File: src/rtl/fifo_sync_prog_if.sv
// rtl/fifo_sync_prog_if.sv - write/read/flag bundle for fifo_sync_prog
interface fifo_sync_prog_if #(
    parameter int WIDTH = 64,
    parameter int DEPTH = 8
);
    localparam int CW = $clog2(DEPTH + 1);

    logic             flush;
    logic             wr_en;
    logic [WIDTH-1:0] wr_data;
    logic             rd_en;
    logic [WIDTH-1:0] rd_data;
    logic             full;
    logic             empty;
    logic [CW-1:0]    count;
    logic [CW-1:0]    af_thresh;
    logic [CW-1:0]    ae_thresh;
    logic             almost_full;
    logic             almost_empty;
    logic             overflow;
    logic             underflow;

    modport master (
        output flush, wr_en, wr_data, rd_en, af_thresh, ae_thresh,
        input  rd_data, full, empty, count, almost_full, almost_empty, overflow, underflow
    );

    modport slave (
        input  flush, wr_en, wr_data, rd_en, af_thresh, ae_thresh,
        output rd_data, full, empty, count, almost_full, almost_empty, overflow, underflow
    );
endinterface

File: src/rtl/fifo_sync_prog.sv
// rtl/fifo_sync_prog.sv - single-clock FWFT FIFO, any DEPTH, programmable thresholds
module fifo_sync_prog #(
    parameter int WIDTH = 64,
    parameter int DEPTH = 8
) (
    input  logic           clk,
    input  logic           rst,
    fifo_sync_prog_if.slave bus
);
    localparam int AW = (DEPTH > 1) ? $clog2(DEPTH) : 1;
    localparam int CW = $clog2(DEPTH + 1);
    localparam logic [AW-1:0] LAST_IDX = AW'(DEPTH - 1);
    localparam logic [CW-1:0] DEPTH_C  = CW'(DEPTH);

    logic [WIDTH-1:0] r_mem [DEPTH];
    logic [AW-1:0]    r_wr_ptr;
    logic [AW-1:0]    r_rd_ptr;
    logic [CW-1:0]    r_count;
    logic             r_overflow;
    logic             r_underflow;

    logic w_full;
    logic w_empty;
    logic w_rd_acc;
    logic w_wr_acc;
    logic w_wr_store;

    assign w_full   = (r_count == DEPTH_C);
    assign w_empty  = (r_count == '0);
    assign w_rd_acc = bus.rd_en & ~w_empty;
    // A read from a full FIFO frees the slot the simultaneous write lands in.
    assign w_wr_acc = bus.wr_en & (~w_full | bus.rd_en);
    assign w_wr_store = w_wr_acc & ~bus.flush & ~rst;

    // Storage has no reset so it can map onto RAM.
    always_ff @(posedge clk) begin
        if (w_wr_store) begin
            r_mem[r_wr_ptr] <= bus.wr_data;
        end
    end

    always_ff @(posedge clk) begin
        if (rst || bus.flush) begin
            r_wr_ptr    <= '0;
            r_rd_ptr    <= '0;
            r_count     <= '0;
            r_overflow  <= 1'b0;
            r_underflow <= 1'b0;
        end else begin
            if (w_wr_acc) begin
                r_wr_ptr <= (r_wr_ptr == LAST_IDX) ? '0 : r_wr_ptr + 1'b1;
            end
            if (w_rd_acc) begin
                r_rd_ptr <= (r_rd_ptr == LAST_IDX) ? '0 : r_rd_ptr + 1'b1;
            end
            r_count <= r_count + CW'(w_wr_acc) - CW'(w_rd_acc);
            if (bus.wr_en && !w_wr_acc) begin
                r_overflow <= 1'b1;
            end
            if (bus.rd_en && w_empty) begin
                r_underflow <= 1'b1;
            end
        end
    end

    assign bus.rd_data      = w_empty ? '0 : r_mem[r_rd_ptr];
    assign bus.full         = w_full;
    assign bus.empty        = w_empty;
    assign bus.count        = r_count;
    assign bus.almost_full  = (r_count >= bus.af_thresh);
    assign bus.almost_empty = (r_count <= bus.ae_thresh);
    assign bus.overflow     = r_overflow;
    assign bus.underflow    = r_underflow;
endmodule

File: src/flat_wrapper.sv
// flat-port wrapper written by rule: the top's interface ports become plain ports
module fifo_sync_prog_flat 
#(
    parameter int WIDTH = 64,
    parameter int DEPTH = 8
)
  (clk, rst, bus_flush, bus_wr_en, bus_wr_data, bus_rd_en, bus_af_thresh, bus_ae_thresh, bus_rd_data, bus_full, bus_empty, bus_count, bus_almost_full, bus_almost_empty, bus_overflow, bus_underflow);
  fifo_sync_prog_if #(.WIDTH(WIDTH), .DEPTH(DEPTH)) bus_i ();
  input  logic clk;
  input  logic rst;
  input wire logic [$bits(bus_i.flush)-1:0] bus_flush;
  input wire logic [$bits(bus_i.wr_en)-1:0] bus_wr_en;
  input wire logic [$bits(bus_i.wr_data)-1:0] bus_wr_data;
  input wire logic [$bits(bus_i.rd_en)-1:0] bus_rd_en;
  input wire logic [$bits(bus_i.af_thresh)-1:0] bus_af_thresh;
  input wire logic [$bits(bus_i.ae_thresh)-1:0] bus_ae_thresh;
  output wire logic [$bits(bus_i.rd_data)-1:0] bus_rd_data;
  output wire logic [$bits(bus_i.full)-1:0] bus_full;
  output wire logic [$bits(bus_i.empty)-1:0] bus_empty;
  output wire logic [$bits(bus_i.count)-1:0] bus_count;
  output wire logic [$bits(bus_i.almost_full)-1:0] bus_almost_full;
  output wire logic [$bits(bus_i.almost_empty)-1:0] bus_almost_empty;
  output wire logic [$bits(bus_i.overflow)-1:0] bus_overflow;
  output wire logic [$bits(bus_i.underflow)-1:0] bus_underflow;
  assign bus_i.flush = bus_flush;
  assign bus_i.wr_en = bus_wr_en;
  assign bus_i.wr_data = bus_wr_data;
  assign bus_i.rd_en = bus_rd_en;
  assign bus_i.af_thresh = bus_af_thresh;
  assign bus_i.ae_thresh = bus_ae_thresh;
  assign bus_rd_data = bus_i.rd_data;
  assign bus_full = bus_i.full;
  assign bus_empty = bus_i.empty;
  assign bus_count = bus_i.count;
  assign bus_almost_full = bus_i.almost_full;
  assign bus_almost_empty = bus_i.almost_empty;
  assign bus_overflow = bus_i.overflow;
  assign bus_underflow = bus_i.underflow;
  fifo_sync_prog #(.WIDTH(WIDTH), .DEPTH(DEPTH)) u_core (.clk(clk), .rst(rst), .bus(bus_i));
endmodule
File: config.mk
export PLATFORM = sky130hd
export DESIGN_NAME = fifo_sync_prog_flat
export DESIGN_NICKNAME = d
export VERILOG_FILES = /design/src/rtl/fifo_sync_prog_if.sv /design/src/rtl/fifo_sync_prog.sv /design/src/flat_wrapper.sv
export SDC_FILE = /design/constraint.sdc
export NUM_CORES = 1
export LEC_CHECK = 0
export CORE_MARGIN = 2
export CORE_UTILIZATION = 35
export DETAILED_ROUTE_END_ITERATION = 16
export PLACE_DENSITY = 0.56
export SYNTH_ARGS = -nofsm -noshare
export SYNTH_HDL_FRONTEND = slang
export SYNTH_SLANG_ARGS = --single-unit
export TNS_END_PERCENT = 5
File: constraint.sdc
create_clock -name clk -period 10.85 [get_ports clk]
set_input_delay 3.255 -clock clk [delete_from_list [all_inputs] [get_ports clk]]
set_output_delay 3.255 -clock clk [all_outputs]
set_load 0.02 [all_outputs]
=== Word level (Yosys, flattened, before mapping) ===
Memory sizes are Yosys's and may differ from the RTL's. A register that Yosys moved wholly into a read port is not among the register bits.
Index checks and enable logic that the tools add are counted.
W data, S select, Z words.

* Flip-flop bits (word level): 12
* Memory bits (writable): 512
* Input bits: 77
* Output and inout bits: 74
* Word-level logic and storage cells: 36
* Memories kept: 1

{| class="wikitable"
|+ Memory list
! memory !! depth !! width !! rd ports !! clocked after memory_dff !! wr ports !! RTL line !! source
|-
| u_core.r_mem || 8 || 64 || 1 || 1 || 1 || fifo_sync_prog.sv:15 || <nowiki>logic [WIDTH-1:0] r_mem [DEPTH];</nowiki>
|}

* Add/subtract/negate cells: 4
* $lt $le $gt $ge: 2
* Eq/ne operators: 3
* Muxes and demuxes: 7
* Bitwise operators: 9
* Reductions and logical operators: 5

{| class="wikitable"
|+ Operator list
! kind !! number
|-
| $mux W64 || 1
|-
| $mux W3 || 4
|-
| $add A3 B1 Y3 const B || 2
|-
| $eq A3 B3 Y1 const B || 2
|-
| $add A4 B1 Y4 || 1
|-
| $and A1 B1 Y1 || 4
|-
| $eq A4 B4 Y1 const B || 1
|-
| $ge A4 B4 Y1 || 1
|-
| $le A4 B4 Y1 || 1
|-
| $logic_not A4 Y1 || 1
|-
| $not A1 Y1 || 4
|-
| $sub A4 B1 Y4 || 1
|-
| $logic_and A1 B1 Y1 || 2
|-
| $mux W1 || 2
|-
| $logic_not A1 Y1 || 1
|-
| $logic_or A1 B1 Y1 || 1
|-
| $or A1 B1 Y1 || 1
|}

=== Depth between registers and ports, before layout ===
Gate-level depths: netlist (run 1).

* Word-level depth: 8
* Depth in mapped cells: 12
* Mapped depth without buffers: 12

=== Least setup slack after synthesis (run 1) ===
No wires, ideal clock.

* Kind: input-to-reg
* Start: input bus_flush
* End: memory u_core.r_mem[0][0] (enable)
* Library setup time: 0.565 ns
* Data arrival time: 8.280 ns
* Data required time: 10.285 ns
* Slack: 2.005 ns
* Stages: 3
* Buffers on the path: 0
* Cells stage by stage: or2_2 -> or3_1 -> nor3_1

* Longest elaborated chain between the ends: 5

{| class="wikitable"
|+ Ends and longest elaborated chain
! what !! RTL line !! source
|-
| start: declaration || flat_wrapper.sv:11 || <nowiki>input wire logic [$bits(bus_i.flush)-1:0] bus_flush;</nowiki>
|-
| $not A1 Y1 || fifo_sync_prog.sv:33 || <nowiki>assign w_wr_store = w_wr_acc & ~bus.flush & ~rst;</nowiki>
|-
| $and A1 B1 Y1 (2 in series) || fifo_sync_prog.sv:33 ||
|-
| $mux W1 || fifo_sync_prog.sv:37 || <nowiki>if (w_wr_store) begin</nowiki>
|-
| $mux W1 (not written as such) || fifo_sync_prog.sv:38 || <nowiki>r_mem[r_wr_ptr] <= bus.wr_data;</nowiki>
|-
| end: declaration || fifo_sync_prog.sv:15 ||
|}

No other way between the ends.

=== Worst setup path after layout (run 1) ===
* Start: input bus_af_thresh[1]
* End: output bus_almost_full

* Longest elaborated chain between the ends: 1

{| class="wikitable"
|+ Ends and longest elaborated chain
! what !! RTL line !! source
|-
| start: declaration || flat_wrapper.sv:15 || <nowiki>input wire logic [$bits(bus_i.af_thresh)-1:0] bus_af_thresh;</nowiki>
|-
| $ge A4 B4 Y1 || fifo_sync_prog.sv:70 || <nowiki>assign bus.almost_full = (r_count >= bus.af_thresh);</nowiki>
|-
| end: declaration || flat_wrapper.sv:21 || <nowiki>output wire logic [$bits(bus_i.almost_full)-1:0] bus_almost_full;</nowiki>
|}

No other way between the ends.

==> results of run 1 <==
==> critical path, cell delays in order <==
cell and delay [ps]:
clkdlybuf4s50_1 460, inv_1 40, ha_1 250, a21boi_0 190
o21ai_0 100, a21oi_1 120, clkdlybuf4s50_1 620
==> area by class of cell <==
| type | instances | area (µm²) |
|---|---|---|
| well taps | 765 | 957.2 |
| clock inverters | 29 | 181.4 |
| clock buffers | 73 | 1526 |
| flip-flops and latches | 527 | 15680 |
| inverters | 18 | 67.56 |
| repair buffers | 167 | 1629 |
| fillers | 4955 | 33150 |
| multi-input cells | 271 | 4170 |
==> cell usage after synthesis (5+ instances only) <==
library cell and instances:
mux4_1 25, nand2_1 9, mux4_2 103, edfxtp_1 512, clkbuf_1 19, buf_1 5, dfxtp_1 15, ha_1 18
buf_12 7, inv_1 18, a22o_1 64, a21oi_1 9, nor2_1 17
==> metal layers <==
layer  track usage, %  routed length [µm]  vias to the layer above
li1                 -                   -                     4039
met1            18.40               18330                     4860
met2            24.43               21440                      173
met3            3.687                1968                       70
met4            3.407                 785                       14
met5                0                  92                        -
==> through the flow <==
step           hold WS (ps)  power, W
6_report              469.8  0.005202
2_1_floorplan         458.5  0.002969
5_1_grt               505.6  0.005404
4_1_cts               474.9  0.005288
3_3_place_gp          462.3  0.003498
3_5_place_dp          461.5  0.003500
==> cell families (layout without fill, tap and decap cells) <==
group,count (synthesis),in the layout
buffers and inverters,60,287
AND/OR/NAND/NOR,40,40
adder cells (fa/ha/maj),19,19
multiplexers,130,130
flip-flops,527,527
AO/OA/AOI/OAI,80,80
XOR/XNOR,2,2
==> state kept, by name, summed over array words and instances (netlist names), named ones only <==
signal,count
u_core.r_mem,512
u_core.bus.count,4
u_core.r_rd_ptr,3
u_core.r_wr_ptr,3
u_core.bus.overflow,1
u_core.bus.underflow,1
==> where the power goes <==
group / leakage (nW) / switching (W) / internal [W]
combinational: 1.98 / 0.000619 / 0.000522
sequential: 4.74 / 0.0000294 / 0.00226
clock: 0.837 / 0.000748 / 0.00103
==> final timing paths <==
kind,slack [ps],start,endpoint,depth (start not counted)
worst max register to register,7320,u_core.bus.count[2]$_SDFF_PP0_,u_core.r_mem[2][36]$_DFFE_PP_,7
worst min-delay path,470,u_core.bus.underflow$_SDFFE_PP0P_,u_core.bus.underflow$_SDFFE_PP0P_,2
worst max-delay path,2570,bus_af_thresh[1],bus_almost_full,7
worst min register to register,470,u_core.bus.underflow$_SDFFE_PP0P_,u_core.bus.underflow$_SDFFE_PP0P_,2
==> out/qor.yml, run 1 <==
finalCritPeriodShare_pct: 76.31
synthesis.nets: 954
grt-ovfl-total: 0
layout_common_cells: "512 x edfxtp_1, 150 x clkdlybuf4s50_1, 103 x mux4_2"
drc: 0
finalInstanceArea_um2: 24210
slew_headroom_pct: 25.68
nets: 1136
diodes: 0
clk_latency_ps: 590
wl_um: 42610
antenna_found_initial: 7
fin_crit_ps: 8280
crit_arrival_ps: 5020
io_buffers: 150
gp_congestion: 0.6953
final_common_cell: "edfxtp_1"
placedCellCount: 1748
grt_pass1_wl_um: 63080
maxCapViolations: 0
power_per_cell_area_nw_per_um2: 214.8
io_pins: 151
grt_usage_pct: 14.34
synthXorXnorAreaFrac_pct: 0.08682
avgRoutedWirePerCell_um: 23.03
synthAdderAreaFrac_pct: 1.216
start_kind: "primary input"
cts-htree-levels: 2
root_buffer: "clkbuf_16"
slew_violations: 0
drive_gt1_share_pct: 19.35
post_cts.repair.setup_buffers: 0
core_area_um2: 57370
max_freq_mhz: 120.8
synth.avg_cell_area_um2: 23.51
synth_top_area_share_pct: 76.20
finClkSkew_ps: 13.72
vias_per_cell: 4.949
syn-cell-area_um2: 20180
cts_resized: 0
rsz0062_at_grt: "false"
fin_ws_ps: 2570
yosysWarnings: 0
ir_drop_uv: 189.6
yosys-top-cells-area: "edfxtp_1 76%, mux4_2 11%, mux4_1 3.3%, a22o_1 2.8%, dfxtp_1 1.5%"
synth-compound-area-share_pct: 3.231
post-place-ws_ps: 2571
drtIter0Drc: 462
synth.distinct_cells: 36
post-route-util_pct: 42.21
synthMuxAreaShare_pct: 14.85
worstHoldPathType: "reg2reg"
cts_tree: "yes"
cp_max_fo: 1
synthToLayoutAreaGrowth_pct: 20.02
dp_hpwl_um: 21930
antenna_left: 0
drtPass1Iterations: 4
placementRows: 88
ys_seq_area_share_pct: 77.69
die-width_um: 244.1
hold_buffers: 0
postSynthCellCount: 858
yosys_most_used_dff: "edfxtp_1"
vias: 9156
tightest_slew_ps: 1115
critPathKind: "in2out"
status: "finished clean"
fp.dieArea_um2: 59580
worstPathRequired_ps: 7600
grt_pass1_vias: 9751
hold_viol: 0
cts_buffers: 55
ys_seq_elements: 527
synth_area_leader_cell: "edfxtp_1"
layoutNonFillerInstCount: 1850
synth-edff-count: 512
clockBufferDepth: 3
clkTransAtPathRegs_ps: 50
dpl-instance-area_um2: 22510
cts.sinks: 527
synth_top_family_by_area: "multiplexers"
setup_violations: 0
die_y_um: 244.1
end_kind: "primary output"
leakage_nw: 7.555
finalSetupTns_ps: 0
synthArstFlopShare_pct: 0
grt_max_degree: 65
synth-simple-area-share_pct: 0.9364
start_util_pct: 35.17
Power figures use the tool's default switching activity.
==> run 2: changes to the inputs <==
==> constraint.sdc (replaced) <==
create_clock -name clk -period 7.8 [get_ports clk]
set_input_delay 2.34 -clock clk [delete_from_list [all_inputs] [get_ports clk]]
set_output_delay 2.34 -clock clk [all_outputs]
set_load 0.02 [all_outputs]
==> run 2 against run 1 <==
  * Worst hold slack improved by 8.4 ps
  * Die area unchanged
  * Register-to-register slack got worse by 3000 ps
  * First-iteration DRC count rose by 1.7%
  * Total power grew 40%
  * Clock skew increased by 4.1 ps
  * Via count increased by 0.73%
  * Worst setup slack worse by 1200 ps
  * Final cell count hardly changed
  * Critical path type unchanged
  * Largest cell class unchanged
==> out/qor.yml, run 2 (same netlist as run 1, synthesis figures left out) <==
finalCritPeriodShare_pct: 82.43
critPathMostFrequentCell: "clkdlybuf4s50_1"  # unchanged
vias: 9223  # was 9156
io_pins: 151  # unchanged
cts_tree: "yes"  # unchanged
cp_max_fo: 1  # unchanged
end_kind: "primary output"  # unchanged
fin_crit_ps: 6429
hold_slack_ps: 478.2  # was 469.8 ps
die-width_um: 244.1  # unchanged
drc: 0  # unchanged
layoutNonFillerInstCount: 1849  # was 1850
nets: 1138  # was 1136
maxCapViolations: 0  # unchanged
largest_register: "u_core.r_mem"  # unchanged
r2r-end: "u_core.r_mem[0][46]$_DFFE_PP_"  # was u_core.r_mem[2][36]$_DFFE_PP_
clkTransAtPathRegs_ps: 60  # was 50 ps
setup_violations: 0  # unchanged
multi_input_area_um2: 4177  # was 4170 µm²
r2r_cells: 7  # unchanged
root_buffer: "clkbuf_16"  # unchanged
avgRoutedWirePerCell_um: 23.04  # was 23.03 µm
drive_gt1_share_pct: 19.56  # was 19.35%
hold_path_depth: 2  # unchanged
worstHoldPathType: "reg2reg"  # unchanged
whs_endpoint: "u_core.bus.underflow$_SDFFE_PP0P_"  # unchanged
critPathSlowestCell: "clkdlybuf4s50_1"  # unchanged
layout_common_cells: "512 x edfxtp_1, 150 x clkdlybuf4s50_1, 103 x mux4_2"  # unchanged
placedCellCount: 1750  # was 1748
clockBufferDepth: 3  # unchanged
fp.dieArea_um2: 59580  # unchanged
gp_congestion: 0.6891  # was 0.6953
start_kind: "primary input"  # unchanged
grt_max_degree: 67  # was 65
slew_headroom_pct: 28.22  # was 25.68%
crit_chain: "clkdlybuf4s50_1 -> inv_1 -> ha_1 -> a21boi_0 -> o21ai_0 -> a21oi_1 -> clkdlybuf4s50_1"  # unchanged
cts.sinks: 527  # unchanged
leakage_nw: 7.582  # was 7.555 nW
tightest_slew_ps: 1077  # was 1115 ps
ir_drop_uv: 293.2  # was 189.6 µV
rr_startpoint: "u_core.bus.count[2]$_SDFF_PP0_"  # unchanged
max_stage_delay_ps: 620  # about the same
cts_resized: 0  # unchanged
core_area_um2: 57370  # unchanged
post_cts.repair.setup_buffers: 0  # unchanged
wl_um: 42600  # was 42610 µm
antenna_left: 0  # unchanged
finalSetupTns_ps: 0  # unchanged
finClkSkew_ps: 17.77  # was 13.72 ps
hold_buffers: 0  # unchanged
rsz0062_at_grt: "false"  # unchanged
status: "finished clean"  # unchanged
grt-ovfl-total: 0  # unchanged
diodes: 0  # unchanged
dp_hpwl_um: 22260  # was 21930 µm
hold_viol: 0  # unchanged
fill_cells: 4939  # was 4955
vias_per_cell: 4.988  # was 4.949
crit_arrival_ps: 4090  # was 5020 ps
max_freq_mhz: 155.5
die_y_um: 244.1  # unchanged
hp-start: "u_core.bus.underflow$_SDFFE_PP0P_"  # unchanged
synthToLayoutAreaGrowth_pct: 20.46  # was 20.02%
placementRows: 88  # unchanged
drtIter0Drc: 470  # was 462
r2r_slack_ps: 4280  # was 7320 ps
cts_buffers: 55  # unchanged
start_util_pct: 35.17  # unchanged
cts-htree-levels: 2  # unchanged
slew_violations: 0  # unchanged
finalInstanceArea_um2: 24300  # was 24210 µm²
antenna_found_initial: 3  # was 7
io_buffers: 150  # unchanged
final_common_cell: "edfxtp_1"  # unchanged
clk_latency_ps: 590  # about the same
power_per_cell_area_nw_per_um2: 298.8  # was 214.8 nW/µm²
dpl-instance-area_um2: 22590  # was 22510 µm²
seqCellArea_um2: 15680  # unchanged
drtPass1Iterations: 5  # was 4
grt_usage_pct: 14.46  # was 14.34%
worstPathRequired_ps: 5460  # was 7600 ps
largest_reg_flops: 512  # unchanged
critPathKind: "in2out"  # unchanged
grt_pass1_vias: 10070  # was 9751
grt_pass1_wl_um: 64210  # was 63080 µm
==> run 2: worst max-delay path by stage <==
stage                                 from                            to  cells after the start
final                     bus_af_thresh[1]               bus_almost_full                      7
after global routing      bus_af_thresh[1]               bus_almost_full                      7
after CTS                 bus_af_thresh[1]               bus_almost_full                      7
after detailed placement  bus_af_thresh[1]               bus_almost_full                      7
after global placement    bus_af_thresh[1]               bus_almost_full                      7
after floorplan                  bus_rd_en  u_core.r_mem[4][0]$_DFFE_PP_                      5
==> run 2: power by group <==
part	internal (W)	total, W	switching [W]
combinational	0.000733	0.00159	0.000854
sequential	0.00314	0.00318	0.0000414
clock	0.00146	0.00250	0.00104
==> run 2: metal layers <==
metal  global-route usage (%)  vias up  routed length (µm)
met5                        0        -                  44
met4                    3.730        6                 694
met3                    3.128       58                2159
met2                    25.00      183               21830
met1                    18.53     4932               17870
li1                         -     4044                   -
==> run 2: metrics by stage <==
step / util (%) / power [W] / worst slack (ps)
after floorplan: - / 0.004129 / 52.10
after global placement: 39.38 / 0.004867 / 1370
after detailed placement: 39.38 / 0.004866 / 1378
after CTS: 42.37 / 0.007391 / 1373
after global routing: 42.37 / 0.007559 / 1272
final: 42.37 / 0.007262 / 1371
==> run 2: critical path, delay by kind of cell <==
| kind | cells | cell delay [ps] |
|---|---|---|
| buffers and inverters | 3 | 1110 |
| AOI/OAI and AO/OA | 3 | 390 |
| adders and majority gates | 1 | 250 |
==> run 2: area by class of cell <==
cell class,instances,share of cell area (%)
Timing Repair Buffer,169,7.022
Tap cell,765,3.938
Multi-Input combinational cell,271,17.18
Inverter,18,0.2780
Clock inverter,28,0.9627
Sequential cell,527,64.53
Clock buffer,71,6.085
